## config.mk

```make
export PLATFORM = sky130hd
export DESIGN_NAME = sync_fifo_param
export DESIGN_NICKNAME = d
export VERILOG_FILES = /design/src/rtl/fifo_pkg.sv /design/src/rtl/sync_fifo_mem.sv /design/src/rtl/sync_fifo_param.sv
export SDC_FILE = /design/constraint.sdc
export NUM_CORES = 1
export LEC_CHECK = 0
export BUFFER_PORTS_ARGS = -buffer_cell sky130_fd_sc_hd__buf_2
export CAP_MARGIN = 20
export CORE_ASPECT_RATIO = 1.2
export CORE_UTILIZATION = 25
export CTS_CLUSTER_SIZE = 8
export DETAILED_ROUTE_END_ITERATION = 8
export MAX_ROUTING_LAYER = met4
export PLACE_DENSITY = 0.53
export RECOVER_POWER = 100
export SKIP_LAST_GASP = 1
export SYNTH_ARGS = -nofsm -noshare
export SYNTH_HDL_FRONTEND = slang
export SYNTH_HIERARCHICAL = 1
export SYNTH_SLANG_ARGS = --single-unit
```

## constraint.sdc

```tcl
create_clock -name clk -period 2.5 [get_ports clk]
set_input_delay 0.25 -clock clk [delete_from_list [all_inputs] [get_ports clk]]
set_output_delay 0.25 -clock clk [all_outputs]
set_load 0.02 [all_outputs]
```

## src/rtl/fifo_pkg.sv

```systemverilog
// fifo_pkg: shared FIFO defaults and pointer-width helper
package fifo_pkg;
  localparam int DEF_WIDTH = 8;
  localparam int DEF_DEPTH = 8;
  localparam int DEF_AF_MARGIN = 2;
  localparam int DEF_AE_THRESH = 1;
  function automatic int ptr_w(input int depth);
    return (depth > 1) ? $clog2(depth) : 1;
  endfunction
endpackage

```

## src/rtl/sync_fifo_mem.sv

```systemverilog
// sync_fifo_mem: unreset storage array, synchronous write port, asynchronous read port
module sync_fifo_mem
  import fifo_pkg::*;
#(
  parameter int WIDTH = DEF_WIDTH,
  parameter int DEPTH = DEF_DEPTH
) (
  input  logic                    clk,
  input  logic                    we,
  input  logic [ptr_w(DEPTH)-1:0] waddr,
  input  logic [WIDTH-1:0]        wdata,
  input  logic [ptr_w(DEPTH)-1:0] raddr,
  output logic [WIDTH-1:0]        rdata
);
  logic [WIDTH-1:0] mem [DEPTH];
  always_ff @(posedge clk)
    if (we) mem[waddr] <= wdata;
  assign rdata = mem[raddr];
endmodule

```

## src/rtl/sync_fifo_param.sv

```systemverilog
// sync_fifo_param: single-clock show-ahead FIFO with status/error flags; FIFO_PEAK_EN adds a peak-occupancy register
module sync_fifo_param
  import fifo_pkg::*;
#(
  parameter int WIDTH     = DEF_WIDTH,
  parameter int DEPTH     = DEF_DEPTH,
  parameter int AF_THRESH = DEPTH - DEF_AF_MARGIN,
  parameter int AE_THRESH = DEF_AE_THRESH
) (
  input  logic                   clk,
  input  logic                   clrn,
  input  logic                   write,
  input  logic                   read,
  input  logic                   clr_err,
  input  logic [WIDTH-1:0]       data_in,
  output logic [WIDTH-1:0]       data_out,
  output logic                   full,
  output logic                   empty,
  output logic                   almost_full,
  output logic                   almost_empty,
  output logic [$clog2(DEPTH):0] count,
  output logic                   overflow,
  output logic                   underflow,
  output logic [$clog2(DEPTH):0] peak
);
  localparam int AW = ptr_w(DEPTH);
  localparam int CW = $clog2(DEPTH) + 1;
  if ((DEPTH < 2) || ((DEPTH & (DEPTH - 1)) != 0) || (AF_THRESH > DEPTH) || (AE_THRESH > DEPTH)) begin : g_bad_cfg
    $error("sync_fifo_param: DEPTH must be a power of two >= 2 and thresholds <= DEPTH");
  end
  logic [AW-1:0] wr_ptr, rd_ptr;
  logic rd_ok, wr_ok;
  assign empty        = count == '0;
  assign full         = count == CW'(DEPTH);
  assign almost_full  = count >= CW'(AF_THRESH);
  assign almost_empty = count <= CW'(AE_THRESH);
  assign rd_ok        = read && !empty;
  assign wr_ok        = write && (!full || rd_ok);
  sync_fifo_mem #(.WIDTH(WIDTH), .DEPTH(DEPTH)) u_mem (
    .clk   (clk),
    .we    (wr_ok),
    .waddr (wr_ptr),
    .wdata (data_in),
    .raddr (rd_ptr),
    .rdata (data_out)
  );
  always_ff @(posedge clk or negedge clrn)
    if (!clrn) begin
      wr_ptr    <= '0;
      rd_ptr    <= '0;
      count     <= '0;
      overflow  <= 1'b0;
      underflow <= 1'b0;
    end else begin
      if (wr_ok) wr_ptr <= wr_ptr + 1'b1;
      if (rd_ok) rd_ptr <= rd_ptr + 1'b1;
      count     <= count + CW'(wr_ok) - CW'(rd_ok);
      overflow  <= (overflow && !clr_err) || (write && !wr_ok);
      underflow <= (underflow && !clr_err) || (read && !rd_ok);
    end
`ifdef FIFO_PEAK_EN
  always_ff @(posedge clk or negedge clrn)
    if (!clrn) peak <= '0;
    else       peak <= clr_err ? count : (count > peak ? count : peak);
`else
  assign peak = '0;
`endif
endmodule

```

==> qor.txt <==
Cell row count = 45
Slew Limit Fails = 0
Setup Skew = 0.0110 ns
Worst-Margin Slew = 0.942 ns
Status = finished clean
Wire per inst = 15.4 µm
Antenna violations before repair = 0
RD Place Congestion = 0.729
Max-Cap Viols = 0
Setup TNS = 0 ns
Ys Warns = 6
Mapped Cells = 166
Synthesis-stage register bit count = 76
Int Power = 3.19 mW
Post-synth top area share = 59.4%
Critical Path Max Stage Delay = 0.37 ns
Share of layout cells above drive strength 1 = 18.3%
Die Wd = 106 µm
LEAKAGE = 1.40 nW
Critical Path End Type = flip-flop
Hold Crit Class = input port to flip-flop
Largest net degree at the start of global routing = 17
Final net count = 231
Sw frac = 32.5%
Period utilization = 94.5%
Total core area = 12,700 µm²
Drc violations = 0
Comb pwr share = 32.2%
Worst skew pair latency = 0.33 ns
CTS Buf Count = 9
Final Non-Filler Cells = 377
Tmin final = 2.36 ns
Synth area leader = edfxtp_1
Clock root buffer = clkbuf_16
IO Count = 35
CP Launch Type = flip-flop
Layout area overhead = 20.2%
Dpl hpwl = 3770 µm
CP dominant cell by count = ha_1
Max frequency = 423 MHz
Relative slew slack = 37.0%
Post-Place Cells = 360
Final antenna-violating net count = 0
Tot GR Track Use = 9.98%
Final Hold Viols = 0
Endpoints failing setup = 0
Seq pwr share = 37.9%
Worst-path clk slew = 0.06 ns
Post-Route WL = 5810 µm
Crit-path max FO = 5
Die area = 13,400 µm²
Post-CTS setup repair buffer count = 0
First-pass GRT wire length = 9340 µm
Die Span Y = 127 µm
Clk buf depth = 2
RSZ-0062 raised after global routing = no
Critical path class = flip-flop to flip-flop
Post-synthesis sequential area ratio = 68.6%
Antenna diodes = 0
Max VDD drop = 0.000605 V
P_sw = 1.54 mW
Synth top area cells = edfxtp_1 59%, mux4_1 12%, dfrtp_1 9.3%
Grt total ovfl = 0
Initial Utilization = 25.6%
Syn_area_per_cell = 19.5 µm²
Clk pwr share = 29.8%
Slowest cell on the critical path = dfrtp_1
Power per cell area = 1220 nW/µm²
CP cell instances = inv_1, ha_1, buf_4, nor3b_4, nand2b_2, or2_1, ha_1, a21o_1, a21oi_1, xor2_1
Via Count = 1,570
PortBufs = 30
H-tree depth = 3
CTS tree = yes
DR vias/cell = 4.16
Initial DRC count = 84
Synth cell types = 35
Sink Count = 76
Drt first pass iters = 4
Crit path DAT = 2.61 ns
Vias in the first global route = 1,734
Required time of the critical path = 2.75 ns
Synth Cell Area = 3240 µm²
[worst paths after layout]
kind	startpoint	end	slack (ns)	cells past startpoint
max	count[2]$_DFF_PN0_	count[3]$_DFF_PN0_	0.14	10
min	read	underflow$_DFF_PN0_	0.22	2
max reg2reg	count[2]$_DFF_PN0_	count[3]$_DFF_PN0_	0.14	10
min reg2reg	rd_ptr[2]$_DFFE_PN0N_	rd_ptr[2]$_DFFE_PN0N_	0.48	1
max in group asynchronous	clrn	wr_ptr[1]$_DFFE_PN0P_	1.56	2
min in group asynchronous	clrn	underflow$_DFF_PN0_	0.48	2
[power by group through the flow]
stage / combinational (mW) / sequential, mW / clock (mW)
final: 1.53 / 1.80 / 1.41
after global routing: 1.68 / 1.83 / 1.50
after CTS: 1.62 / 1.80 / 1.45
after detailed placement: 1.61 / 1.83 / 0
after global placement: 1.60 / 1.82 / 0
after floorplan: 1.14 / 1.81 / 0
[worst max-delay path: cells and delay by family (launching register included)]
family                     cells  cell delay [ns]
AOI/OAI and AO/OA              2             0.35
adders and majority gates      2             0.50
buffers and inverters          2             0.23
and+or+nand+nor                3             0.65
DFF                            1             0.37
xor gates and xnor gates       1             0.16
[metrics by stage]
step	setup WS (ns)	hold slack (ns)	util, %	area, µm²	total power [mW]
after global routing	0.0126	0.242	30.7	3890	5.01
after floorplan	0.103	-0.0456	-	3250	2.95
final	0.138	0.223	30.7	3890	4.73
after detailed placement	0.120	0.156	28.3	3590	3.44
after global placement	0.164	0.151	28.3	3590	3.42
after CTS	0.112	0.180	31.0	3930	4.88
[sequential cells by signal, indices dropped and copies added, names as in the netlist]
name,flops
overflow,1
u_mem/mem,64
count,4
rd_ptr,3
wr_ptr,3
underflow,1
[placed cells by master, fill, tap and decap left out, types with 2 or more instances in the layout]
| cell type | Yosys | final |
|---|---|---|
| edfxtp_1 | 64 | 64 |
| inv_6 | 0 | 3 |
| xnor2_1 | 3 | 3 |
| clkbuf_16 | 0 | 9 |
| mux2_2 | 8 | 8 |
| nand2b_1 | 3 | 3 |
| a21oi_1 | 3 | 3 |
| ha_1 | 9 | 9 |
| xor2_1 | 3 | 3 |
| mux2_1 | 1 | 2 |
| nand2_1 | 6 | 6 |
| dfrtp_1 | 12 | 12 |
| clkbuf_1 | 1 | 26 |
| buf_4 | 4 | 2 |
| mux4_1 | 15 | 15 |
| bufinv_16 | 0 | 2 |
| nor3_1 | 2 | 2 |
| inv_1 | 6 | 6 |
| nor2_1 | 7 | 6 |
| clkbuf_2 | 0 | 2 |
| conb_1 | 1 | 4 |
| buf_2 | 1 | 5 |
[routing by layer]
metal / global-route usage, % / part of all wire (%) / routed length (µm) / vias to the layer above
li1: - / - / - / 738
met1: 11.9 / 44 / 2560 / 776
met2: 15.5 / 49 / 2860 / 45
met3: 2.62 / 4.2 / 241 / 11
met4: 5.07 / 2.6 / 150 / 0
met5: - / 0 / 0 / -
[area by class of cell]
| cell class | instances | area, µm² |
|---|---|---|
| Fill cell | 1243 | 8780 |
| Sequential cell | 76 | 2220 |
| Multi-Input combinational cell | 78 | 933 |
| Clock buffer | 9 | 225 |
| Tap cell | 164 | 205 |
| Timing Repair Buffer | 37 | 178 |
| Clock inverter | 7 | 105 |
| Inverter | 6 | 22.5 |
[what timing repair did]
item,4_1_cts,5_1_grt
hold endpoints to repair,12,0
hold buffers,1,0
setup endpoints to repair,0,8
gates resized for setup,0,2
[cell usage after synthesis, drive strengths merged]
cell     n
nor2     7
dfrtp   12
a21oi    3
o211ai   1
edfxtp  64
or2      1
nor3     2
conb     1
fa       1
nand2    6
a21o     1
xor2     3
a22o     1
clkbuf   1
mux4    16
or3b     1
o21ai    1
nor3b    1
xnor2    3
mux2i    1
nand2b   4
inv      6
ha       9
mux2    10
a32o     1
buf      8
nor2b    1
[cells by family (layout without fill, tap and decap cells)]
logic type      Yosys count  in the layout  share of synthesized area, %
compound gates            8              8                          2.01
xor+xnor                  6              6                          1.62
fa+ha+maj                10             10                          4.10
buf+inv                  15             59                          2.97
flops                    76             76                          68.6
mux                      27             27                          16.8
other cells               1              4                         0.116
simple gates             23             23                          3.79
(Power assumes the default switching activity.)
